## src/rtl/spi_flash_pkg.sv

```systemverilog
// Shared constants and state encoding for the SPI flash read controller.
package spi_flash_pkg;

    localparam logic [7:0] SPI_CMD_READ  = 8'h03;
    localparam int         SPI_ADDR_W    = 24;
    localparam int         SPI_XFER_BITS = 64;

    typedef enum logic [1:0] {
        IDLE,
        SHIFT,
        GAP
    } state_t;

    // Bytes arrive B0 first, so the shifted word holds {B0,B1,B2,B3}.
    function automatic logic [31:0] bswap32(input logic [31:0] w);
        return {w[7:0], w[15:8], w[23:16], w[31:24]};
    endfunction

endpackage

```

## src/rtl/spi_sck_gen.sv

```systemverilog
// SPI mode-0 clock divider: sck idles low, toggles every CLK_DIV cycles while enabled.
module spi_sck_gen
    import spi_flash_pkg::*;
#(
    parameter int CLK_DIV = 2
) (
    input  logic clk,
    input  logic rst,
    input  logic en,
    output logic sck,
    output logic rise,
    output logic fall
);

    logic [7:0] cnt;
    logic       wrap;

    // Strobes mark the clock edge at which sck changes, so the consumer acts on that same edge.
    assign wrap = en && (cnt == 8'(CLK_DIV - 1));
    assign rise = wrap && !sck;
    assign fall = wrap && sck;

    always_ff @(posedge clk or posedge rst) begin
        if (rst) begin
            cnt <= '0;
            sck <= 1'b0;
        end else if (!en) begin
            cnt <= '0;
            sck <= 1'b0;
        end else if (wrap) begin
            cnt <= '0;
            sck <= ~sck;
        end else begin
            cnt <= cnt + 8'd1;
        end
    end

endmodule

```

## src/rtl/spi_flash_rd_ctrl.sv

```systemverilog
// Wishbone read-only front end that turns each read into one SPI READ (0x03) of 32 bits.
module spi_flash_rd_ctrl
    import spi_flash_pkg::*;
#(
    parameter int CLK_DIV = 2,
    parameter int CS_GAP  = 2
) (
    input  logic        wb_clk_i,
    input  logic        wb_rst_i,
    input  logic        wbs_cyc_i,
    input  logic        wbs_stb_i,
    input  logic        wbs_we_i,
    input  logic [3:0]  wbs_sel_i,
    input  logic [23:0] wbs_adr_i,
    output logic [31:0] wbs_dat_o,
    output logic        wbs_ack_o,
    output logic        wbs_err_o,
    output logic        spi_sck,
    output logic        spi_csb,
    output logic        spi_mosi,
    input  logic        spi_miso,
    output logic        busy
);

    state_t                   state_q, state_d;
    logic [SPI_XFER_BITS-1:0] tx;
    logic [31:0]              rx;
    logic [5:0]               bit_cnt;
    logic [15:0]              gap_cnt;
    logic                     aborted, ack_pend;
    logic                     sck_rise, sck_fall, last_fall, req, sck_en;
    logic                     unused_in;

    assign unused_in = ^{wbs_sel_i, wbs_adr_i[1:0]};

    // A pending ack/err blocks re-sampling so a lingering strobe cannot start a second access.
    assign req       = wbs_cyc_i & wbs_stb_i & ~wbs_ack_o & ~wbs_err_o;
    assign last_fall = sck_fall && (bit_cnt == 6'(SPI_XFER_BITS - 1));
    assign sck_en    = (state_q == SHIFT);
    assign spi_mosi  = tx[SPI_XFER_BITS-1];
    assign busy      = (state_q != IDLE);

    spi_sck_gen #(.CLK_DIV(CLK_DIV)) u_sck (
        .clk (wb_clk_i),
        .rst (wb_rst_i),
        .en  (sck_en),
        .sck (spi_sck),
        .rise(sck_rise),
        .fall(sck_fall)
    );

    always_ff @(posedge wb_clk_i or posedge wb_rst_i) begin
        if (wb_rst_i) state_q <= IDLE;
        else          state_q <= state_d;
    end

    always_comb begin
        state_d = state_q;
        unique case (state_q)
            IDLE:    if (req) state_d = wbs_we_i ? GAP : SHIFT;
            SHIFT:   if (last_fall) state_d = GAP;
            GAP:     if (gap_cnt == 16'(CS_GAP - 1)) state_d = IDLE;
            default: state_d = IDLE;
        endcase
    end

    always_ff @(posedge wb_clk_i or posedge wb_rst_i) begin
        if (wb_rst_i) begin
            tx        <= '0;
            rx        <= '0;
            bit_cnt   <= '0;
            gap_cnt   <= '0;
            aborted   <= 1'b0;
            ack_pend  <= 1'b0;
            spi_csb   <= 1'b1;
            wbs_dat_o <= '0;
            wbs_ack_o <= 1'b0;
            wbs_err_o <= 1'b0;
        end else begin
            wbs_ack_o <= 1'b0;
            wbs_err_o <= 1'b0;
            gap_cnt   <= (state_q == GAP) ? gap_cnt + 16'd1 : '0;
            case (state_q)
                IDLE: begin
                    if (req) begin
                        if (wbs_we_i) begin
                            wbs_err_o <= 1'b1;
                        end else begin
                            tx      <= {SPI_CMD_READ, wbs_adr_i[23:2], 2'b00, 32'h0};
                            spi_csb <= 1'b0;
                            bit_cnt <= '0;
                            aborted <= 1'b0;
                        end
                    end
                end
                SHIFT: begin
                    // The frame always runs to completion; a dropped cycle only kills the ack.
                    if (!wbs_cyc_i) aborted <= 1'b1;
                    if (sck_rise && bit_cnt[5]) rx <= {rx[30:0], spi_miso};
                    if (sck_fall) begin
                        tx      <= {tx[SPI_XFER_BITS-2:0], 1'b0};
                        bit_cnt <= bit_cnt + 6'd1;
                    end
                    if (last_fall) begin
                        spi_csb   <= 1'b1;
                        wbs_dat_o <= bswap32(rx);
                        ack_pend  <= ~aborted & wbs_cyc_i;
                    end
                end
                GAP: begin
                    wbs_ack_o <= ack_pend;
                    ack_pend  <= 1'b0;
                end
                default: ;
            endcase
        end
    end

endmodule

```

## config.mk

```make
export PLATFORM = sky130hd
export DESIGN_NAME = spi_flash_rd_ctrl
export DESIGN_NICKNAME = d
export VERILOG_FILES = /design/src/rtl/spi_flash_pkg.sv /design/src/rtl/spi_sck_gen.sv /design/src/rtl/spi_flash_rd_ctrl.sv
export SDC_FILE = /design/constraint.sdc
export NUM_CORES = 1
export LEC_CHECK = 0
export ABC_AREA = 1
export CORE_ASPECT_RATIO = 0.6
export CORE_MARGIN = 8
export CORE_UTILIZATION = 62
export CTS_BUF_LIST = sky130_fd_sc_hd__clkbuf_4
export DETAILED_ROUTE_END_ITERATION = 7
export PLACE_DENSITY = 0.85
export SYNTH_ARGS = -nofsm -noshare
export SYNTH_HDL_FRONTEND = slang
export SYNTH_SLANG_ARGS = --single-unit
```

## constraint.sdc

```tcl
create_clock -name wb_clk_i -period 10.8 [get_ports wb_clk_i]
set_clock_uncertainty 0.15 [all_clocks]
set_input_delay 2.7 -clock wb_clk_i [delete_from_list [all_inputs] [get_ports wb_clk_i]]
set_output_delay 2.7 -clock wb_clk_i [all_outputs]
set_load 0.1 [all_outputs]
```

Word level (Yosys, flattened, before mapping) --
Cells that the tools add are included.
Storage, ports and cells: register bits after elaboration 166, bits in latches 0, bits in writable memories 0, ROM bits 0, input port bits 34, output and inout bits 38, logic and storage cells 83, memories kept 0
Cells by class: add/subtract/negate cells 3, $mul 0, divide/modulo/power cells 0, order comparisons 0, eq/ne operators 12, shift-type cells 0, multiplexer cells 30, bitwise gates (word level) 8, reduce and logical (&&, ||, !) cells 17
Operators by type and width (number):
- $mux W64 | 3
- $pmux W64 S2 | 1
- $mux W6 | 3
- $add A16 B1 Y16 const B | 1
- $eq A16 B1 Y1 const B | 1
- $mux W16 | 1
- $mux W8 | 2
- $ne A2 B2 Y1 const B | 7
- $pmux W6 S2 | 1
- $reduce_and A4 Y1 | 3
- $mux W1 | 11
- $add A8 B1 Y8 const B | 1
- $eq A8 B1 Y1 const B | 1
- $mux W2 | 4
- $add A6 B1 Y6 const B | 1
- $eq A6 B6 Y1 const B | 1
- $pmux W1 S2 | 3
- $pmux W2 S3 | 1
- $reduce_and A2 Y1 | 3
- $reduce_bool A2 Y1 | 3
- $logic_and A1 B1 Y1 | 5
- $and A1 B1 Y1 | 4
- $not A1 Y1 | 4
- $reduce_and A3 Y1 | 1
- 4 further kinds | 4

Longest topological paths before layout --
Gate-level depths: netlist of the first run.
depth after elaboration 6, mapped depth 12, gate-level depth less buffers 11

Cells and area by module --
From an unflattened synthesis of the first run, not the netlist that was laid out.
Second synthesis, totals: cell total of the unflattened synthesis 686, area total of the unflattened synthesis 5949.5 um2
By module, submodules not included:
- spi_flash_rd_ctrl | times used 1, cells an instance 616, area an instance 5442.7 um2, seq. area each 3079.2 um2
- spi_sck_gen | times used 1, cells an instance 70, area an instance 506.7 um2, seq. area each 225.2 um2

Least setup slack after synthesis of the first run --
Ideal clock, no wire load.
kind register -> output, start point reg state_q[1], end point out busy, arrival time 1.110 ns, data required time 7.950 ns, slack 6.840 ns, stages on the path, launching flop included 3, path buffers 0, path through dfrtp_1 nor2_1 inv_1
On the way: word-level cells in the longest chain between the ends 1
RTL lines:
- from (decl) | line spi_flash_rd_ctrl.sv:25 | state_t state_q, state_d;
- from (signal assigned) | line spi_flash_rd_ctrl.sv:54 | else state_q <= state_d;
- $reduce_bool A2 Y1 | line spi_flash_rd_ctrl.sv:41 | assign busy = (state_q != IDLE);
- to (decl) | line spi_flash_rd_ctrl.sv:22 | output logic busy
No other way between the ends.

Worst setup path in the final report of the first run --
Ends and elaborated chain as after synthesis.

==> metrics.md, run 1 <==
| Metric | Value |
|---|---|
| Worst setup SP type | register |
| Syn_area_per_cell | 8.24 um2 |
| Worst Tran Pin Value | 1.16 ns |
| Hold_ws | 0.323 ns |
| Initial Util | 0.644 |
| Later-pin clock latency in the skew report | 0.52 ns |
| Share of layout cells above drive strength 1 | 0.0928 |
| Vias per inst | 5.21 |
| Crit-path max FO | 4 |
| Final Cell Area | 0.00693 mm2 |
| Die X | 143 um |
| Grt ovf | 0 |
| Fin nets | 824 |
| Yosys warns | 0 |
| Initial DRT Pass Iterations | 8 |
| Final core occ | 0.746 |
| Crit-path slowest cell | clkdlybuf4s50_1 |
| Fin crit share | 0.481 |
| CORE AREA | 0.00929 mm2 |
| Die ar. | 0.0131 mm2 |
| Number of port buffers | 65 |
| Crit-path cells | nor2_1 -> inv_1 -> clkdlybuf4s50_1 |
| Max-cap viol count | 0 |
| Total wire length | 12.4 mm |
| RSZ-0062 raised after global routing | no |
| Synthesis-stage register bit count | 132 |
| Post-DR wirelength/cell | 13.4 um |
| Clock-pin slew on the worst setup and hold paths | 0.11 ns |
| Post-CTS resize count | 0 |
| Crit path time final | 5.19 ns |
| H-tree depth | 4 |
| Post-CTS setup buffers | 0 |
| Largest net degree at the start of global routing | 78 |
| Area after DPL | 0.00666 mm2 |
| Max_slew headroom | 0.227 |
| Fillers | 672 |
| I/O pins | 72 |
| Root Driver | clkbuf_4 |
| P_leak | 3.35 nW |
| Hold Path Class | register to register |
| Final setup viols | 0 |
| Worst setup EP type | output port |
| Synth-to-Final Area Change | 15.9% |
| Die Y | 92.1 um |
| GPL Wtd Cong | 0.883 |
| Via count | 4,826 |
| Final hold vios | 0 |
| Initial antenna violation count | 0 |
| Hold_sp | spi_csb |
| Antenna Cells | 0 |
| Maximum VDD drop | 89.1 uV |
| Post-route antenna net violation count | 0 |
| Syn Inst Count | 726 |
| Hold-fix buffers, CTS | 0 |
| Clk buf depth | 2 |
| Crit Path Class | register to output port |
| Net Count, Synth | 765 |
| Final slew viol count | 0 |
| Sum Neg Setup Slack | 0 ns |
| Critical Path AT | 2.34 ns |
| Post-DP HPWL | 8.49 mm |
| Worst path top cell family by delay | buffers and inverters |
| CTS buffer count | 17 |
| Seq/Total Area, Yosys | 0.553 |
| Clock sinks | 132 |
| Drt drc | 0 |
| CP bufs+invs | 2 |
| Row Count | 27 |
| Max Clock Freq | 0.193 GHz |
| Number of global-route vias before repair | 4,569 |
| First-pass GRT wire length | 21.5 mm |
| Setup crit start | state_q[1] |
| Power per cell area | 120 mW/mm2 |
| Mapped cell area | 0.00598 mm2 |
| CTS tree | yes |
| Initial DRC count | 543 |
| Largest stage delay, worst path | 1.16 ns |
| Total GRT Usage | 0.201 |
| CP required | 7.95 ns |
| Yosys cell types | 30 |
| Status | finished, final reports clean |
| Reg-to-reg startpoint | state_q[0] |
per-layer routing:
layer / up-vias / GRT usage / routed length (um)
li1: 2393 / - / -
met1: 2270 / 0.270 / 5680
met2: 140 / 0.316 / 5850
met3: 23 / 0.0507 / 736
met4: 0 / 0.0616 / 175
met5: - / 0 / 0
power breakdown:
part	switching, mW	internal (mW)	leakage (nW)
logic	0.0117	0.00925	1.39
clock network	0.179	0.139	0.150
registers	0.000140	0.494	1.81
total	0.191	0.642	3.35
layout by cell type (no fill, tap or decap), drive strengths merged:
cell type,n
xor2,1
nor4,1
nand4,5
nand3b,1
clkbuf,18
clkinvlp,1
bufinv,2
or2,2
nor3,8
xnor2,1
clkinv,8
dfrtp,131
ha,5
a2bb2oi,1
inv,75
a21oi,14
o21ai,74
nand3,46
dfstp,1
buf,3
nor2,57
o21bai,2
clkdlybuf4s50,65
nand2,275
cell usage after synthesis, drive strengths merged:
| cell | number | area (um2) |
|---|---|---|
| a21oi | 14 | 70.1 |
| a2bb2oi | 1 | 8.76 |
| buf | 18 | 131 |
| clkbuf | 10 | 37.5 |
| dfrtp | 131 | 3280 |
| dfstp | 1 | 26.3 |
| ha | 5 | 62.6 |
| inv | 73 | 274 |
| nand2 | 275 | 1040 |
| nand3 | 46 | 235 |
| nand3b | 1 | 7.51 |
| nand4 | 5 | 31.3 |
| nor2 | 57 | 224 |
| nor3 | 8 | 45.0 |
| nor4 | 1 | 6.26 |
| o21ai | 74 | 457 |
| o21bai | 2 | 15.0 |
| or2 | 2 | 12.5 |
| xnor2 | 1 | 8.76 |
| xor2 | 1 | 8.76 |
worst reg2reg max path: stages (launching register included):
cell	delay, ns
dfrtp_1	0.43
inv_2	0.08
nor2_4	0.48
inv_2	0.42
nor2_2	0.24
nand3_2	0.89
o21ai_0	0.59
state kept, by name (all words and copies together), names as in the netlist, 2 cells and up:
| name | cells |
|---|---|
| bit_cnt | 6 |
| rx | 32 |
| state_q | 2 |
| u_sck.cnt | 8 |
| tx | 30 |
| gap_cnt | 16 |
| wbs_dat_o | 32 |
cell families (layout without fill, tap and decap cells):
| logic type | count (synthesis) | count (layout) | share of synthesized area |
|---|---|---|---|
| AO/OA/AOI/OAI | 91 | 91 | 0.0921 |
| flip-flops | 132 | 132 | 0.553 |
| buffers and inverters | 101 | 172 | 0.0741 |
| AND/OR/NAND/NOR | 395 | 395 | 0.268 |
| XOR/XNOR | 2 | 2 | 0.00293 |
| adder cells (fa/ha/maj) | 5 | 5 | 0.0105 |
path summary, 6_finish.rpt:
| check | endpoint | slack, ns | cells past startpoint |
|---|---|---|---|
| worst max-delay path | busy | 5.61 | 3 |
| worst min-delay path | spi_csb | 0.32 | 2 |
| worst max register to register | rx[26] | 7.40 | 6 |
| worst min register to register | spi_csb | 0.32 | 2 |
| max in group asynchronous | gap_cnt[5] | 6.61 | 3 |
| min in group asynchronous | wbs_dat_o[14] | 2.47 | 2 |
stage by stage:
step | worst slack [ns] | power, mW | cells
after floorplan | 4.43 | 0.512 | 726
after global placement | 5.96 | 0.525 | 896
after detailed placement | 5.92 | 0.525 | 896
after CTS | 5.57 | 0.842 | 927
after global routing | 5.50 | 0.869 | 927
final | 5.61 | 0.833 | 927
cell type report:
| cell class | count | area (um2) | share of cell area |
|---|---|---|---|
| Sequential cell | 132 | 3300 | 0.477 |
| Multi-Input combinational cell | 493 | 2240 | 0.323 |
| Timing Repair Buffer | 68 | 673 | 0.0972 |
| Inverter | 73 | 277 | 0.0399 |
| Tap cell | 130 | 163 | 0.0235 |
| Clock buffer | 18 | 135 | 0.0195 |
| Clock inverter | 13 | 135 | 0.0195 |
Power figures use the tool's default switching activity.
==> run 2, diff against run 1 <==
--- a/config.mk
+++ b/config.mk
@@ -8,10 +8,10 @@
 export ABC_AREA = 1
 export CORE_ASPECT_RATIO = 0.6
 export CORE_MARGIN = 8
-export CORE_UTILIZATION = 62
+export CORE_UTILIZATION = 52
 export CTS_BUF_LIST = sky130_fd_sc_hd__clkbuf_4
 export DETAILED_ROUTE_END_ITERATION = 7
-export PLACE_DENSITY = 0.85
+export PLACE_DENSITY = 0.76
 export SYNTH_ARGS = -nofsm -noshare
 export SYNTH_HDL_FRONTEND = slang
 export SYNTH_SLANG_ARGS = --single-unit
==> constraint.sdc (replaced) <==
create_clock -name wb_clk_i -period 4.35 [get_ports wb_clk_i]
set_clock_uncertainty 0.15 [all_clocks]
set_input_delay 1.0875 -clock wb_clk_i [delete_from_list [all_inputs] [get_ports wb_clk_i]]
set_output_delay 1.0875 -clock wb_clk_i [all_outputs]
set_load 0.1 [all_outputs]
==> metrics.md, run 2 (synthesis results as in run 1) <==
| Metric | Value |
|---|---|
| Commonest non-fill, non-tap cells in the layout | nand2_1 (272), dfrtp_1 (131), inv_1 (67) (unchanged) |
| Total wire length | 12.1 mm (was 12.4 mm) |
| Final slew viol count | 0 (unchanged) |
| Commonest non-fill, non-tap cell in the layout | nand2_1 (unchanged) |
| Initial DRC count | 304 (was 543) |
| Worst Slack Setup Final | 0.793 ns (was 5.61 ns) |
| Post-DP HPWL | 8.11 mm (was 8.49 mm) |
| Hold Path Class | register to register (unchanged) |
| CP bufs+invs | 2 (unchanged) |
| Critical Path AT | 2.32 ns (was 2.34 ns) |
| Final core occ | 0.617 (was 0.746) |
| CTS buffer count | 17 (unchanged) |
| I/O pins | 72 (unchanged) |
| Clock-pin slew on the worst setup and hold paths | 0.11 ns (about the same) |
| Post-route antenna net violation count | 0 (unchanged) |
| Max Clock Freq | 0.281 GHz |
| Fillers | 1,016 (was 672) |
| Fin crit share | 0.818 |
| Status | finished, final reports clean (unchanged) |
| Crit-path cells | nor2_1 -> inv_1 -> clkdlybuf4s50_1 (unchanged) |
| Drt drc | 0 (unchanged) |
| Fin nets | 826 (was 824) |
| Crit Path Class | register to output port (unchanged) |
| Initial Util | 0.531 (was 0.644) |
| Share of layout cells above drive strength 1 | 0.0939 (was 0.0928) |
| Maximum VDD drop | 166 uV (was 89.1 uV) |
| Row Count | 30 (was 27) |
| Post-DR wirelength/cell | 12.9 um (was 13.4 um) |
| Sw Ratio | 0.228 (was 0.229) |
| Number of port buffers | 65 (unchanged) |
| Die ar. | 0.0153 mm2 (was 0.0131 mm2) |
| Top flop regs | rx x32, wbs_dat_o x32, tx x30 (unchanged) |
| Max_slew headroom | 0.329 (was 0.227) |
| Clock share of power | 0.359 (was 0.381) |
| Worst Tran Pin Value | 1.00 ns (was 1.16 ns) |
| Int Power | 1.54 mW (was 0.642 mW) |
| Via count | 4,725 (was 4,826) |
| Total GRT Usage | 0.166 (was 0.201) |
| Worst setup EP type | output port (unchanged) |
| Multi-input combinational cell area | 0.00224 mm2 (unchanged) |
| RSZ-0062 raised after global routing | no (unchanged) |
| Die Y | 99.1 um (was 92.1 um) |
| P_leak | 3.34 nW (was 3.35 nW) |
| Antenna Cells | 0 (unchanged) |
| Vias per inst | 5.01 (was 5.21) |
| CTS tree | yes (unchanged) |
| Sum Neg Setup Slack | 0 ns (unchanged) |
| Post-CTS resize count | 0 (unchanged) |
| Combinational share of power | 0.027 (was 0.025) |
| Largest net degree at the start of global routing | 133 (was 78) |
| Clk buf depth | 2 (unchanged) |
| H-tree depth | 4 (unchanged) |
| Pre-CTS setup slack | 1.33 ns (was 5.92 ns) |
| Max-cap viol count | 0 (unchanged) |
| CORE AREA | 0.0113 mm2 (was 0.00929 mm2) |
| Die X | 154 um (was 143 um) |
| Reg power frac | 0.614 (was 0.593) |
| Root Driver | clkbuf_4 (unchanged) |
| Number of global-route vias before repair | 4,657 (was 4,569) |
| NetSw | 0.455 mW (was 0.191 mW) |
| Crit path time final | 3.56 ns |
| GPL Wtd Cong | 0.852 (was 0.883) |
| Synth-to-Final Area Change | 16.1% (was 15.9%) |
| CP required | 3.11 ns (was 7.95 ns) |
| First-pass GRT wire length | 21.1 mm (was 21.5 mm) |
| Post-CTS setup buffers | 0 (unchanged) |
| Worst path top cell family by delay | buffers and inverters (unchanged) |
| Grt ovf | 0 (unchanged) |
| Final hold vios | 0 (unchanged) |
| Hold-fix buffers, CTS | 0 (unchanged) |
| Worst setup SP type | register (unchanged) |
| Largest stage delay, worst path | 1.15 ns (was 1.16 ns) |
| Power per cell area | 288 mW/mm2 (was 120 mW/mm2) |
| Initial DRT Pass Iterations | 6 (was 8) |
| Later-pin clock latency in the skew report | 0.50 ns (was 0.52 ns) |
| Final setup viols | 0 (unchanged) |
| Clock sinks | 132 (unchanged) |
| Crit-path max FO | 4 (unchanged) |
| Initial antenna violation count | 0 (unchanged) |
| Crit-path slowest cell | clkdlybuf4s50_1 (unchanged) |
| Storage element area | 0.00330 mm2 (unchanged) |
[run 2: power groups by stage]
stage	registers [mW]	clock network [mW]	logic, mW
finish	1.23	0.718	0.0531
global route	1.23	0.799	0.0608
CTS	1.23	0.743	0.0557
detailed placement	1.25	0	0.0553
global placement	1.25	0	0.0547
floorplan	1.25	0	0.0209
[run 2: cell type report]
type                    count  area share
multi-input cells         493       0.323
well taps                 144      0.0260
repair buffers             70       0.101
flip-flops and latches    132       0.476
clock inverters            11      0.0128
clock buffers              20      0.0216
inverters                  73      0.0400
[run 2: worst paths after layout]
path | endpoint | start | depth (start not counted) | slack, ns
min in group asynchronous | rx[12] | wb_rst_i | 3 | 0.92
hold reg to reg | tx[60] | tx[59] | 2 | 0.33
setup reg to reg | tx[53] | u_sck.cnt[1] | 11 | 1.64
setup / recovery | busy | state_q[1] | 3 | 0.79
max in group asynchronous | ack_pend | wb_rst_i | 3 | 2.55
hold / removal | tx[60] | tx[59] | 2 | 0.33
[run 2: tightest hold or removal path, stage by stage, from the launching register on]
cell and delay [ns]:
dfrtp_1 0.35, nand2_1 0.05, nand2_1 0.06
[run 2: metal layers]
| layer | part of all wire | up-vias | GRT usage |
|---|---|---|---|
| li1 | - | 2398 | - |
| met1 | 0.47 | 2221 | 0.209 |
| met2 | 0.48 | 96 | 0.275 |
| met3 | 0.047 | 10 | 0.0402 |
| met4 | 0.0085 | 0 | 0.0622 |
| met5 | 0 | - | 0 |
[run 2: stage by stage]
step           cells  hold slack, ns  cell area (um2)  power [mW]
6_report         943           0.330             6940        2.00
2_1_floorplan    726           0.284             5980        1.27
3_5_place_dp     912           0.309             6700        1.31
5_1_grt          943           0.349             6940        2.09
4_1_cts          943           0.333             6940        2.03
3_3_place_gp     912           0.299             6700        1.31
